File: config.mk
export PLATFORM = sky130hd
export DESIGN_NAME = scan_decoder
export DESIGN_NICKNAME = d
export VERILOG_FILES = /design/src/rtl/scan_decoder_pkg.sv /design/src/rtl/scan_decoder_onehot_dec.sv /design/src/rtl/scan_decoder.sv
export SDC_FILE = /design/constraint.sdc
export NUM_CORES = 1
export LEC_CHECK = 0
export ABC_CLOCK_PERIOD_IN_PS = 5950
export BUFFER_PORTS_ARGS = -buffer_cell sky130_fd_sc_hd__buf_2
export CAP_MARGIN = 20
export CORE_ASPECT_RATIO = 1.4
export CORE_MARGIN = 2
export CORE_UTILIZATION = 28
export DETAILED_ROUTE_END_ITERATION = 10
export PLACE_DENSITY = 0.44
export SETUP_SLACK_MARGIN = 0.15
export SKIP_LAST_GASP = 1
export SLEW_MARGIN = 15
export SYNTH_ARGS = -nofsm -noshare
export SYNTH_HDL_FRONTEND = slang
export SYNTH_SLANG_ARGS = --single-unit
File: constraint.sdc
create_clock -name i_clk -period 5.95 [get_ports i_clk]
set_input_delay 1.19 -clock i_clk [delete_from_list [all_inputs] [get_ports i_clk]]
set_output_delay 1.19 -clock i_clk [all_outputs]
set_load 0.005 [all_outputs]
File: src/rtl/scan_decoder_pkg.sv
// rtl/scan_decoder_pkg.sv - shared state encoding and mode constants for scan_decoder
package scan_decoder_pkg;

   typedef enum logic [1:0] {
      IDLE   = 2'd0,
      DIRECT = 2'd1,
      SCAN   = 2'd2
   } state_t;

   localparam logic MODE_DIRECT = 1'b0;
   localparam logic MODE_SCAN   = 1'b1;

endpackage

File: src/rtl/scan_decoder_onehot_dec.sv
// rtl/scan_decoder_onehot_dec.sv - combinational SEL_W to 2**SEL_W one-hot decoder
module onehot_dec #(
   parameter int SEL_W = 3
) (
   input  logic [SEL_W-1:0]      i_sel,
   output logic [(1<<SEL_W)-1:0] o_y
);

   always_comb begin
      o_y        = '0;
      o_y[i_sel] = 1'b1;
   end

endmodule

File: src/rtl/scan_decoder.sv
// rtl/scan_decoder.sv - registered one-hot decoder with direct and autonomous scan modes
// Define SCAN_DECODER_ACTIVE_LOW_EN for active-low y outputs.
module scan_decoder
   import scan_decoder_pkg::*;
#(
   parameter int SEL_W   = 3,
   parameter int DWELL_W = 8
) (
   input  logic                  i_clk,
   input  logic                  i_rst,
   input  logic                  i_en,
   input  logic                  i_mode,
   input  logic [SEL_W-1:0]      i_sel,
   input  logic [DWELL_W-1:0]    i_dwell,
   output logic [(1<<SEL_W)-1:0] o_y,
   output logic [SEL_W-1:0]      o_idx,
   output logic                  o_wrap
);

   localparam int N = 1 << SEL_W;

`ifdef SCAN_DECODER_ACTIVE_LOW_EN
   localparam logic [N-1:0] Y_POL = '1;
`else
   localparam logic [N-1:0] Y_POL = '0;
`endif

   state_t             r_state;
   state_t             w_state_nxt;
   logic [SEL_W-1:0]   r_idx;
   logic [SEL_W-1:0]   w_idx_nxt;
   logic [DWELL_W-1:0] r_cnt;
   logic [DWELL_W-1:0] w_cnt_nxt;
   logic               r_wrap;
   logic               w_wrap_nxt;
   logic [N-1:0]       r_y;
   logic [N-1:0]       w_dec;
   logic [N-1:0]       w_y_nxt;

   onehot_dec #(.SEL_W(SEL_W)) u_dec (
      .i_sel (w_idx_nxt),
      .o_y   (w_dec)
   );

   always_comb begin
      w_state_nxt = IDLE;
      w_idx_nxt   = r_idx;
      w_cnt_nxt   = '0;
      w_wrap_nxt  = 1'b0;
      if (i_en) begin
         w_state_nxt = (i_mode == MODE_SCAN) ? SCAN : DIRECT;
      end
      case (w_state_nxt)
         DIRECT: w_idx_nxt = i_sel;
         SCAN: begin
            // Any entry into SCAN restarts the walk; the old position is never resumed.
            if (r_state != SCAN) begin
               w_idx_nxt = '0;
            end else if (r_cnt >= i_dwell) begin
               w_idx_nxt  = r_idx + SEL_W'(1);
               w_wrap_nxt = &r_idx;
            end else begin
               w_cnt_nxt = r_cnt + DWELL_W'(1);
            end
         end
         default: ;
      endcase
      // Decoding the next index keeps y one-hot on the very cycle idx changes.
      w_y_nxt = (w_state_nxt == IDLE) ? '0 : w_dec;
   end

   always_ff @(posedge i_clk) begin
      if (i_rst) begin
         r_state <= IDLE;
         r_idx   <= '0;
         r_cnt   <= '0;
         r_wrap  <= 1'b0;
         r_y     <= Y_POL;
      end else begin
         r_state <= w_state_nxt;
         r_idx   <= w_idx_nxt;
         r_cnt   <= w_cnt_nxt;
         r_wrap  <= w_wrap_nxt;
         r_y     <= w_y_nxt ^ Y_POL;
      end
   end

   assign o_y    = r_y;
   assign o_idx  = r_idx;
   assign o_wrap = r_wrap;

endmodule

==> results.rst, run 1 <==
.. list-table::
   :header-rows: 1

   * - Metric
     - Value
   * - Result of the run
     - complete, no violations
   * - Worst clock skew
     - ~0.0027 ns
   * - Achievable frequency
     - approximately 340 MHz
   * - Net switching power
     - around 0.064 mW
   * - Critical path data arrival time
     - around 3.1 ns
   * - Number of max-slew violations in the final report
     - 0
   * - CTS H-Tree Depth
     - 1
   * - Total negative slack for setup checks
     - 0 ns
   * - Combinational fraction of design power
     - 8.2%
   * - Antenna violations before repair
     - 0
   * - Clock insertion delay at the later pin of the skew report
     - between 0.2 and 0.3 ns
   * - Top cell type's share of synthesized area
     - approximately two fifths
   * - Crit path launch type
     - input pin
   * - Kind of critical path
     - input pin to register
   * - GR Overflow Total
     - 0
   * - HPWL Detailed
     - 1920 µm
   * - PwrDens
     - roughly 230 nW/µm²
   * - Nature of the critical path endpoint
     - register
   * - Final nets
     - 170
   * - TritonCTS clock tree
     - done
   * - Relative slew margins
     - roughly 63%
   * - Die width
     - 57.3 µm
   * - Core Footprint
     - 3880 µm²
   * - Worst Tran Pin Value
     - about 0.56 ns
   * - Synth warnings
     - 0
   * - Avg Inst Size Synth
     - around 9.8 µm²
   * - Top library cells by usage in the layout, fill and taps aside
     - sky130_fd_sc_hd__buf_2, sky130_fd_sc_hd__dfxtp_1, sky130_fd_sc_hd__nor2_1
   * - Share of power burned in registers
     - 47.6%
   * - Hold violation count in the final report
     - 0
   * - Global router's overall resource usage
     - 11.7%
   * - Maximum VDD drop
     - ~0.16 mV
   * - Vert. Die Dim
     - between 70 and 80 µm
   * - Maximum fanout along the worst path
     - 7
   * - Worst reg-to-reg path cell count
     - 8
   * - Unrepaired setup endpoints after global routing
     - false
   * - Internal Dissipation
     - about 0.25 mW
   * - Count of different cell masters after synthesis
     - 39
   * - Clock tree buffer depth
     - 2
   * - Diode insertion count for antenna repair
     - 0
   * - Post-CTS Setup Bufs
     - 0
   * - Count of unresolved DRC violations after routing
     - 0
   * - CP required
     - slightly above 6 ns
   * - Worst min-delay path category
     - register to register
   * - Final critical delay including setup and external delays
     - between 2 and 3 ns
   * - Worst hold path depth
     - 1
   * - Number of nets in the synthesized netlist
     - 140
   * - Layout cell share with drive strength beyond 1
     - 27.3%
   * - Number of gates given a new drive strength after cts
     - 0
   * - Most frequent standard cell in the layout excluding fill and tap cells
     - sky130_fd_sc_hd__buf_2
   * - Netlist area before placement
     - about 1100 µm²
   * - Clock root buffer
     - sky130_fd_sc_hd__clkbuf_8
   * - Vias post-DR
     - a little under 900
   * - Synthesized netlist cell count
     - 114
   * - Starting density of the core
     - between 20% and 30%
   * - Post-synthesis cell type with the largest combined area
     - sky130_fd_sc_hd__dfxtp_1
   * - Number of global-route vias before repair
     - just over 900
   * - Clock Power Share
     - between 40 and 50%
   * - Final wirelength
     - about 2300 µm
   * - Largest net degree at the start of global routing
     - 14
   * - Wire length of the first global-routing pass
     - 4110 µm
   * - Ratio of final minimum period to clock period
     - 49.2%
   * - Switching power as a share of total power
     - ~20%
   * - Sequential area share after synthesis
     - about two fifths
   * - Routability congestion estimate
     - 0.805
   * - Number of CTS-inserted buffers
     - 3
   * - ANT nets after route
     - 0
   * - Clock transition at the registers of the reported paths
     - about 0.08 ns
   * - Setup violation total in the final timing report
     - 0
   * - Via density
     - about 4.8
   * - Post-detailed-route wirelength per cell
     - ~12 µm
   * - Cells taking the most area after synthesis
     - sky130_fd_sc_hd__dfxtp_1, sky130_fd_sc_hd__ha_1, sky130_fd_sc_hd__nor2_1
   * - Port Buf Inserts
     - 26
   * - Total die area
     - approximately 4500 µm²
   * - Initial detailed-routing violation count
     - 22
   * - Number of maximum-capacitance constraint violations
     - 0
   * - Hold-fix buffers, CTS
     - 0
   * - Synth-to-layout area growth
     - 22.6%
   * - Tightest hold margin
     - 0.518 ns
   * - Number of cell rows
     - 27
   * - TritonCTS sink count
     - 22
   * - Flip-flop and latch count after synthesis
     - 22
   * - Drt first pass iters
     - 4
   * - Static power due to leakage
     - roughly 0.63 nW
   * - Top Ports
     - 27
-- flip-flops by register name, indices dropped and copies added (netlist names) --
name and count:
o_idx 3, o_wrap 1, o_y 8, r_cnt 8, r_state 2
-- power by group through the flow --
stage               logic, mW  clock network [mW]  registers (mW)
floorplan              0.0163                   0           0.154
global placement       0.0262                   0           0.155
detailed placement     0.0267                   0           0.155
CTS                    0.0268               0.144           0.151
global route           0.0297               0.152           0.151
finish                 0.0261               0.140           0.151
-- final timing paths --
path	start	to	slack (ns)
worst max register to register	r_cnt[0]$_SDFF_PP0_	o_y[2]$_SDFF_PP0_	3.55
worst min register to register	r_cnt[0]$_SDFF_PP0_	r_cnt[0]$_SDFF_PP0_	0.52
worst min-delay path	r_cnt[0]$_SDFF_PP0_	r_cnt[0]$_SDFF_PP0_	0.52
worst max-delay path	i_dwell[0]	o_y[2]$_SDFF_PP0_	3.02
-- worst max-delay path, stage by stage --
cell	delay [ns]
sky130_fd_sc_hd__buf_2	0.10
sky130_fd_sc_hd__ha_1	0.28
sky130_fd_sc_hd__nand2b_4	0.15
sky130_fd_sc_hd__a2111oi_4	0.40
sky130_fd_sc_hd__o21a_4	0.23
sky130_fd_sc_hd__nor3_1	0.08
sky130_fd_sc_hd__or4_4	0.52
sky130_fd_sc_hd__nor3b_2	0.19
-- final cells by class --
class / count / area (µm²)
Clock inverter: 1 / 30.0
Timing Repair Buffer: 26 / 130
Sequential cell: 22 / 440
Fill cell: 408 / 2520
Multi-Input combinational cell: 81 / 633
Tap cell: 43 / 53.8
Inverter: 10 / 37.5
Clock buffer: 3 / 41.3
-- routing by layer --
layer,vias up,wire length (µm),global-route usage [%]
met2,20,1290,23.1
met5,-,0,0
met1,404,897,11.4
met3,5,84,2.47
li1,456,-,-
met4,0,40,4.88
-- cells by family (layout without fill, tap and decap cells) --
kind of cell    count (synthesis)  after routing  synth area share (%)
simple gates                   45             45                  23.6
flops                          22             22                  39.5
compound gates                 17             17                  13.9
fa+ha+maj                      11             11                  12.3
buf+inv                        11             40                  3.70
xor+xnor                        6              6                  4.71
mux                             2              2                  2.24
-- synth_stat cells --
cell and n:
sky130_fd_sc_hd__o211ai_1 1, sky130_fd_sc_hd__a2111oi_4 1, sky130_fd_sc_hd__o21a_1 1, sky130_fd_sc_hd__o21ai_0 3, sky130_fd_sc_hd__and2_1 1, sky130_fd_sc_hd__nor2b_1 5
sky130_fd_sc_hd__o21a_4 1, sky130_fd_sc_hd__and3_4 1, sky130_fd_sc_hd__a211oi_1 1, sky130_fd_sc_hd__nand3_1 5, sky130_fd_sc_hd__nor3_1 5, sky130_fd_sc_hd__or4_4 1
sky130_fd_sc_hd__nor3b_2 1, sky130_fd_sc_hd__xor2_1 5, sky130_fd_sc_hd__o2111ai_1 1, sky130_fd_sc_hd__ha_1 11, sky130_fd_sc_hd__a21oi_4 1, sky130_fd_sc_hd__a21oi_1 2
sky130_fd_sc_hd__nor2_1 12, sky130_fd_sc_hd__xnor2_1 1, sky130_fd_sc_hd__nor3b_1 1, sky130_fd_sc_hd__clkbuf_1 1, sky130_fd_sc_hd__inv_1 10, sky130_fd_sc_hd__and3_2 1
sky130_fd_sc_hd__o31ai_1 1, sky130_fd_sc_hd__o211a_1 1, sky130_fd_sc_hd__dfxtp_1 22, sky130_fd_sc_hd__and3_1 3, sky130_fd_sc_hd__o21ai_1 1, sky130_fd_sc_hd__mux2i_1 1
sky130_fd_sc_hd__and4b_1 1, sky130_fd_sc_hd__nand2b_4 1, sky130_fd_sc_hd__nand2b_1 1, sky130_fd_sc_hd__a211o_1 1, sky130_fd_sc_hd__nand3b_1 1, sky130_fd_sc_hd__a221oi_1 1
sky130_fd_sc_hd__nand4b_1 1, sky130_fd_sc_hd__mux2_4 1, sky130_fd_sc_hd__nand2_1 4
-- metrics by stage --
stage / setup WS, ns / cell area, µm² / std cells / power, mW / util (%)
6_report: 3.02 / 1370 / 186 / 0.317 / 35.2
2_1_floorplan: 2.95 / 1110 / 114 / 0.171 / -
5_1_grt: 2.89 / 1370 / 186 / 0.333 / 35.2
3_5_place_dp: 2.72 / 1290 / 182 / 0.181 / 33.3
4_1_cts: 3.00 / 1370 / 186 / 0.322 / 35.2
3_3_place_gp: 2.74 / 1290 / 182 / 0.181 / 33.3
Power figures use the tool's default switching activity.
==> run 2: changes to the inputs <==
--- a/config.mk
+++ b/config.mk
@@ -5,14 +5,14 @@
 export SDC_FILE = /design/constraint.sdc
 export NUM_CORES = 1
 export LEC_CHECK = 0
-export ABC_CLOCK_PERIOD_IN_PS = 5950
+export ABC_CLOCK_PERIOD_IN_PS = 2500
 export BUFFER_PORTS_ARGS = -buffer_cell sky130_fd_sc_hd__buf_2
 export CAP_MARGIN = 20
 export CORE_ASPECT_RATIO = 1.4
 export CORE_MARGIN = 2
 export CORE_UTILIZATION = 28
 export DETAILED_ROUTE_END_ITERATION = 10
-export PLACE_DENSITY = 0.44
+export PLACE_DENSITY = 0.46
 export SETUP_SLACK_MARGIN = 0.15
 export SKIP_LAST_GASP = 1
 export SLEW_MARGIN = 15
==> constraint.sdc (replaced) <==
create_clock -name i_clk -period 2.5 [get_ports i_clk]
set_input_delay 0.5 -clock i_clk [delete_from_list [all_inputs] [get_ports i_clk]]
set_output_delay 0.5 -clock i_clk [all_outputs]
set_load 0.005 [all_outputs]
==> run 2 against run 1 <==
Compared with the run above:
- total power increased by 140%
- die area did not move
- clock power up 140%
- critical path depth did not move
- hold slack got worse by 0.047 ns
- clock-buffer cell count unchanged
- sequential share of layout area shrank 0.74 points
- cell area up 2.7%
- first-iteration DRC count shrank 50%
- largest power group unchanged
- highest routed layer unchanged
==> results.rst, run 2 (synthesized netlist as in run 1, its figures left out) <==
.. list-table::
   :header-rows: 1

   * - Metric
     - Value
   * - Global router's overall resource usage
     - roughly 11%
   * - Ratio of final minimum period to clock period
     - between 80% and 90%
   * - Worst clock skew
     - between 0.003 and 0.004 ns
   * - Cell with the largest stage delay on the worst path
     - sky130_fd_sc_hd__or4_4
   * - Total negative slack for setup checks
     - 0 ns
   * - Layout cell share with drive strength beyond 1
     - between 30% and 40%
   * - Clock tree buffer depth
     - 2
   * - Maximum VDD drop
     - about 0.22 mV
   * - Top Ports
     - 27
   * - Synth-to-layout area growth
     - 25.8%
   * - Wire length of the first global-routing pass
     - between 3000 and 4000 µm
   * - Clock Power Share
     - 43.9%
   * - TritonCTS clock tree
     - done
   * - Number of CTS-inserted buffers
     - 3
   * - Setup violation total in the final timing report
     - 0
   * - PwrDens
     - 540 nW/µm²
   * - Top library cells by usage in the layout, fill and taps aside
     - sky130_fd_sc_hd__buf_2, sky130_fd_sc_hd__dfxtp_1, sky130_fd_sc_hd__nor2_1
   * - TritonCTS sink count
     - 22
   * - Number of maximum-capacitance constraint violations
     - 0
   * - Final wirelength
     - around 2300 µm
   * - Nature of the critical path endpoint
     - register
   * - Hold violation count in the final report
     - 0
   * - HPWL Detailed
     - ~1900 µm
   * - CP required
     - 2.70 ns
   * - Number of cell rows
     - 27
   * - Cell area after placement
     - 1320 µm²
   * - Static power due to leakage
     - around 0.65 nW
   * - Number of buffers and inverters on the critical path
     - 1
   * - Net switching power
     - roughly 0.15 mW
   * - Internal Dissipation
     - 0.603 mW
   * - Antenna violations before repair
     - 0
   * - Result of the run
     - complete, no violations
   * - Combinational fraction of design power
     - approximately 8.7%
   * - Vert. Die Dim
     - a little under 80 µm
   * - Most frequent standard cell in the layout excluding fill and tap cells
     - sky130_fd_sc_hd__buf_2
   * - Worst Tran Pin Value
     - around 0.46 ns
   * - CTS H-Tree Depth
     - 1
   * - Via density
     - 4.69
   * - Die width
     - between 50 and 60 µm
   * - Routability congestion estimate
     - roughly 0.79
   * - Share of power burned in registers
     - between 40% and 50%
   * - CP peak stage delay
     - between 0.5 and 0.6 ns
   * - Total non-filler cell area in the finished layout
     - 1400 µm²
   * - ANT nets after route
     - 0
   * - Vias post-DR
     - ~900
   * - Clock insertion delay at the later pin of the skew report
     - roughly 0.26 ns
   * - Unrepaired setup endpoints after global routing
     - false
   * - Relative slew margins
     - between 60 and 70%
   * - Starting density of the core
     - roughly 29%
   * - Worst min-delay path category
     - input pin to register
   * - Crit path launch type
     - register
   * - Largest net degree at the start of global routing
     - 14
   * - Total die area
     - roughly 4500 µm²
   * - Number of max-slew violations in the final report
     - 0
   * - Final critical delay including setup and external delays
     - around 2.2 ns
   * - Initial detailed-routing violation count
     - 11
   * - Achievable frequency
     - around 450 MHz
   * - Core Footprint
     - about 3900 µm²
   * - Count of unresolved DRC violations after routing
     - 0
   * - Critical path data arrival time
     - 2.42 ns
   * - Maximum fanout along the worst path
     - 6
   * - Clock root buffer
     - sky130_fd_sc_hd__clkbuf_8
   * - GR Overflow Total
     - 0
   * - Diode insertion count for antenna repair
     - 0
   * - Hold-fix buffers, CTS
     - 0
   * - Drt first pass iters
     - 3
   * - Gate family responsible for the most delay along the worst path
     - simple AND/OR/NAND/NOR gates
   * - Port Buf Inserts
     - 26
   * - Number of global-route vias before repair
     - ~900
   * - Clock transition at the registers of the reported paths
     - ~0.080 ns
   * - Post-detailed-route wirelength per cell
     - ~12 µm
   * - Switching power as a share of total power
     - about 20%
   * - Final nets
     - 174
   * - Cells along the critical path
     - inv_1 -> ha_1 -> nand2b_4 -> a2111oi_4 -> o21a_4 -> nor3_1 -> or4_4 -> nor3b_2
   * - Kind of critical path
     - register to register
[run 2: worst paths after layout]
check | cells after the start | start | to | slack [ns]
setup / recovery | 8 | r_cnt[0]$_SDFF_PP0_ | o_y[2]$_SDFF_PP0_ | 0.28
hold / removal | 2 | i_rst | o_idx[2]$_SDFF_PP0_ | 0.47
setup reg to reg | 8 | r_cnt[0]$_SDFF_PP0_ | o_y[2]$_SDFF_PP0_ | 0.28
hold reg to reg | 2 | r_cnt[7]$_SDFF_PP0_ | r_cnt[7]$_SDFF_PP0_ | 0.54
[run 2: layout make-up]
cell class / count / area, µm²
clock inverter: 1 / 30.0
tap: 43 / 53.8
inverter: 10 / 37.5
multi-input combinational: 81 / 638
timing repair buffer: 30 / 160
clock buffer: 3 / 41.3
fill: 403 / 2480
sequential: 22 / 442
[run 2: worst register-to-register path: cells and delay by family (launching register included)]
kind	cells	cell delay, ns
AOI/OAI and AO/OA	2	0.54
and+or+nand+nor	4	0.94
adders and majority gates	1	0.26
buffers and inverters	1	0.06
DFF	1	0.37
[run 2: timing repair]
action,in CTS,in global routing
setup endpoints to repair,0,6
resized for setup,0,2
buffers inserted,0,1
[run 2: power groups by stage]
stage | logic, mW | clock network (mW) | registers, mW
finish | 0.0659 | 0.332 | 0.359
global placement | 0.0647 | 0 | 0.367
detailed placement | 0.0658 | 0 | 0.368
CTS | 0.0662 | 0.342 | 0.359
floorplan | 0.0388 | 0 | 0.367
global route | 0.0735 | 0.352 | 0.360
[run 2: per-stage QoR]
stage	util, %	setup WS (ns)	hold slack (ns)	cells	total power [mW]
floorplan	-	0.192	0.448	114	0.406
CTS	35.7	0.174	0.467	189	0.767
finish	36.1	0.281	0.471	190	0.757
global placement	33.9	0.0314	0.517	185	0.432
global route	36.1	0.159	0.464	190	0.786
detailed placement	33.9	-0.00645	0.534	185	0.434
[run 2: routing by layer]
metal	global-route usage, %	wire, µm	up-vias	part of all wire (%)
met2	21.3	1270	15	55
met5	0	0	-	0
met1	11.4	948	410	41
li1	-	-	464	-
met3	1.98	86	2	3.7
met4	5.12	18	0	0.77
==> run 3: changes to the inputs <==
--- a/config.mk
+++ b/config.mk
@@ -11,6 +11,7 @@
 export CORE_ASPECT_RATIO = 1.4
 export CORE_MARGIN = 2
 export CORE_UTILIZATION = 28
+export CTS_BUF_LIST = sky130_fd_sc_hd__clkbuf_16
 export DETAILED_ROUTE_END_ITERATION = 10
 export PLACE_DENSITY = 0.46
 export SETUP_SLACK_MARGIN = 0.15
==> run 3 against run 2 <==
Compared with the run above:
- clock-buffer cell count unchanged
- routed wire length grew 0.17%
- highest routed layer unchanged
- final cell count grew 0.53%
- global-route usage down 0.13 points
- sequential share of layout area down 1.1 points
- total power rose by 15%
- sequential power is essentially flat
- maximum frequency about the same
- clock power increased by 33%
- clock skew is 0.0015 ns higher
==> results.rst, run 3 (synthesized netlist as in run 1, its figures left out) <==
.. list-table::
   :header-rows: 1

   * - Metric
     - Value
   * - Number of max-slew violations in the final report
     - 0
   * - Hold violation count in the final report
     - 0
   * - Starting density of the core
     - approximately 29%
   * - Core Footprint
     - 3880 µm²
   * - Initial detailed-routing violation count
     - 7
   * - Vias post-DR
     - roughly 910
   * - Number of CTS-inserted buffers
     - 3
   * - Number of cell rows
     - 27
   * - TritonCTS clock tree
     - done
   * - Cell with the largest stage delay on the worst path
     - sky130_fd_sc_hd__or4_4
   * - Worst reg-to-reg path cell count
     - 7
   * - Wire length of the first global-routing pass
     - about 3900 µm
   * - Final critical delay including setup and external delays
     - 2.22 ns
   * - Drt first pass iters
     - 3
   * - Kind of critical path
     - register to register
   * - Routability congestion estimate
     - around 0.79
   * - Antenna violations before repair
     - 0
   * - Clock insertion delay at the later pin of the skew report
     - approximately 0.25 ns
   * - CTS H-Tree Depth
     - 1
   * - CP required
     - ~2.7 ns
   * - HPWL Detailed
     - 1910 µm
   * - Static power due to leakage
     - between 0.6 and 0.7 nW
   * - Largest net degree at the start of global routing
     - 14
   * - Via density
     - about 4.8
   * - Diode insertion count for antenna repair
     - 0
   * - Worst min-delay path category
     - input pin to register
   * - Top library cells by usage in the layout, fill and taps aside
     - sky130_fd_sc_hd__buf_2, sky130_fd_sc_hd__dfxtp_1, sky130_fd_sc_hd__nor2_1
   * - Most frequent standard cell in the layout excluding fill and tap cells
     - sky130_fd_sc_hd__buf_2
   * - Cells along the critical path
     - ha_2 -> o21ai_1 -> a211o_1 -> o21a_4 -> and3_4 -> or4_4 -> nor3b_2
   * - Result of the run
     - complete, no violations
   * - Tightest hold margin
     - between 0.4 and 0.5 ns
   * - Worst clock skew
     - between 0.004 and 0.005 ns
   * - Hold-fix buffers, CTS
     - 0
   * - Count of unresolved DRC violations after routing
     - 0
   * - Worst Tran Pin Value
     - approximately 0.46 ns
   * - Port Buf Inserts
     - 26
   * - Top Ports
     - 27
   * - Global router's overall resource usage
     - between 10% and 20%
   * - Met1 wire length
     - roughly 920 µm
   * - Final nets
     - 175
   * - Clock root buffer
     - sky130_fd_sc_hd__clkbuf_16
   * - CP peak stage delay
     - around 0.45 ns
   * - # fillers
     - between 400 and 500
   * - Maximum VDD drop
     - approximately 0.31 mV
   * - Crit path launch type
     - register
   * - Highest metal layer with signal wires
     - met4
   * - Number of global-route vias before repair
     - slightly below 900
   * - Final design utilization
     - about 37%
   * - Layout cell share with drive strength beyond 1
     - approximately a third
   * - Final wirelength
     - roughly 2300 µm
   * - Total die area
     - 4510 µm²
   * - GR Overflow Total
     - 0
   * - Clock transition at the registers of the reported paths
     - roughly 0.060 ns
   * - Met2 Wirelength
     - 1280 µm
   * - Relative slew margins
     - approximately 69%
   * - Achievable frequency
     - between 400 and 500 MHz
   * - TritonCTS sink count
     - 22
   * - Unrepaired setup endpoints after global routing
     - false
   * - Setup violation total in the final timing report
     - 0
   * - Die width
     - around 57 µm
   * - Post-detailed-route wirelength per cell
     - between 10 and 15 µm
   * - Total negative slack for setup checks
     - 0 ns
   * - Maximum fanout along the worst path
     - 5
   * - Number of maximum-capacitance constraint violations
     - 0
   * - Worst hold path depth
     - 2
   * - Synth-to-layout area growth
     - 30.1%
   * - Nature of the critical path endpoint
     - register
   * - Ratio of final minimum period to clock period
     - between 80% and 90%
   * - ANT nets after route
     - 0
   * - Met3 wire len
     - between 80 and 90 µm
   * - PwrDens
     - 599 nW/µm²
   * - Critical path data arrival time
     - ~2.4 ns
   * - Clock tree buffer depth
     - 2
   * - Vert. Die Dim
     - a little under 80 µm
==> run 3: where the power goes <==
part / internal (mW) / leakage [nW] / switching [mW] / total (mW)
sequential: 0.356 / 0.178 / 0.00356 / 0.360
combinational: 0.0336 / 0.440 / 0.0326 / 0.0662
clock: 0.318 / 0.0511 / 0.125 / 0.442
==> run 3: path summary, 6_finish.rpt <==
check	slack [ns]	from	endpoint
min	0.49	i_rst	o_idx[2]$_SDFF_PP0_
max reg2reg	0.28	r_cnt[2]$_SDFF_PP0_	o_y[2]$_SDFF_PP0_
max	0.28	r_cnt[2]$_SDFF_PP0_	o_y[2]$_SDFF_PP0_
min reg2reg	0.54	r_cnt[7]$_SDFF_PP0_	r_cnt[7]$_SDFF_PP0_
==> run 3: metrics by stage <==
step	instances	power, mW	worst slack [ns]	area (µm²)
after floorplan	114	0.406	0.192	1110
after global placement	185	0.432	0.0314	1320
after detailed placement	185	0.434	-0.00645	1320
after CTS	189	0.882	0.179	1420
after global routing	191	0.898	0.152	1450
final	191	0.868	0.280	1450
==> run 3: critical path, delay by kind of cell, from the launching register on <==
family,cells,cell delay [ns]
AOI/OAI and AO/OA,3,0.63
adders and majority gates,1,0.34
DFF,1,0.36
and+or+nand+nor,3,0.82
==> run 3: area by class of cell <==
cell class	instances	area (µm²)	area share, %
sequential	22	440	30.4
timing repair buffer	31	168	11.6
inverter	10	37.5	2.59
clock inverter	1	30.0	2.07
tap	43	53.8	3.71
multi-input combinational	81	646	44.5
clock buffer	3	75.1	5.18
==> run 3: routing by layer <==
| layer | GRT usage, % | vias to the layer above |
|---|---|---|
| met2 | 21.6 | 17 |
| met4 | 3.72 | 0 |
| met3 | 1.98 | 4 |
| li1 | - | 467 |
| met5 | 0 | - |
| met1 | 11.3 | 420 |
==> run 3: timing repair <==
action                     CTS  global route
resized for setup            0             3
setup endpoints to repair    0             6
setup buffers                0             2
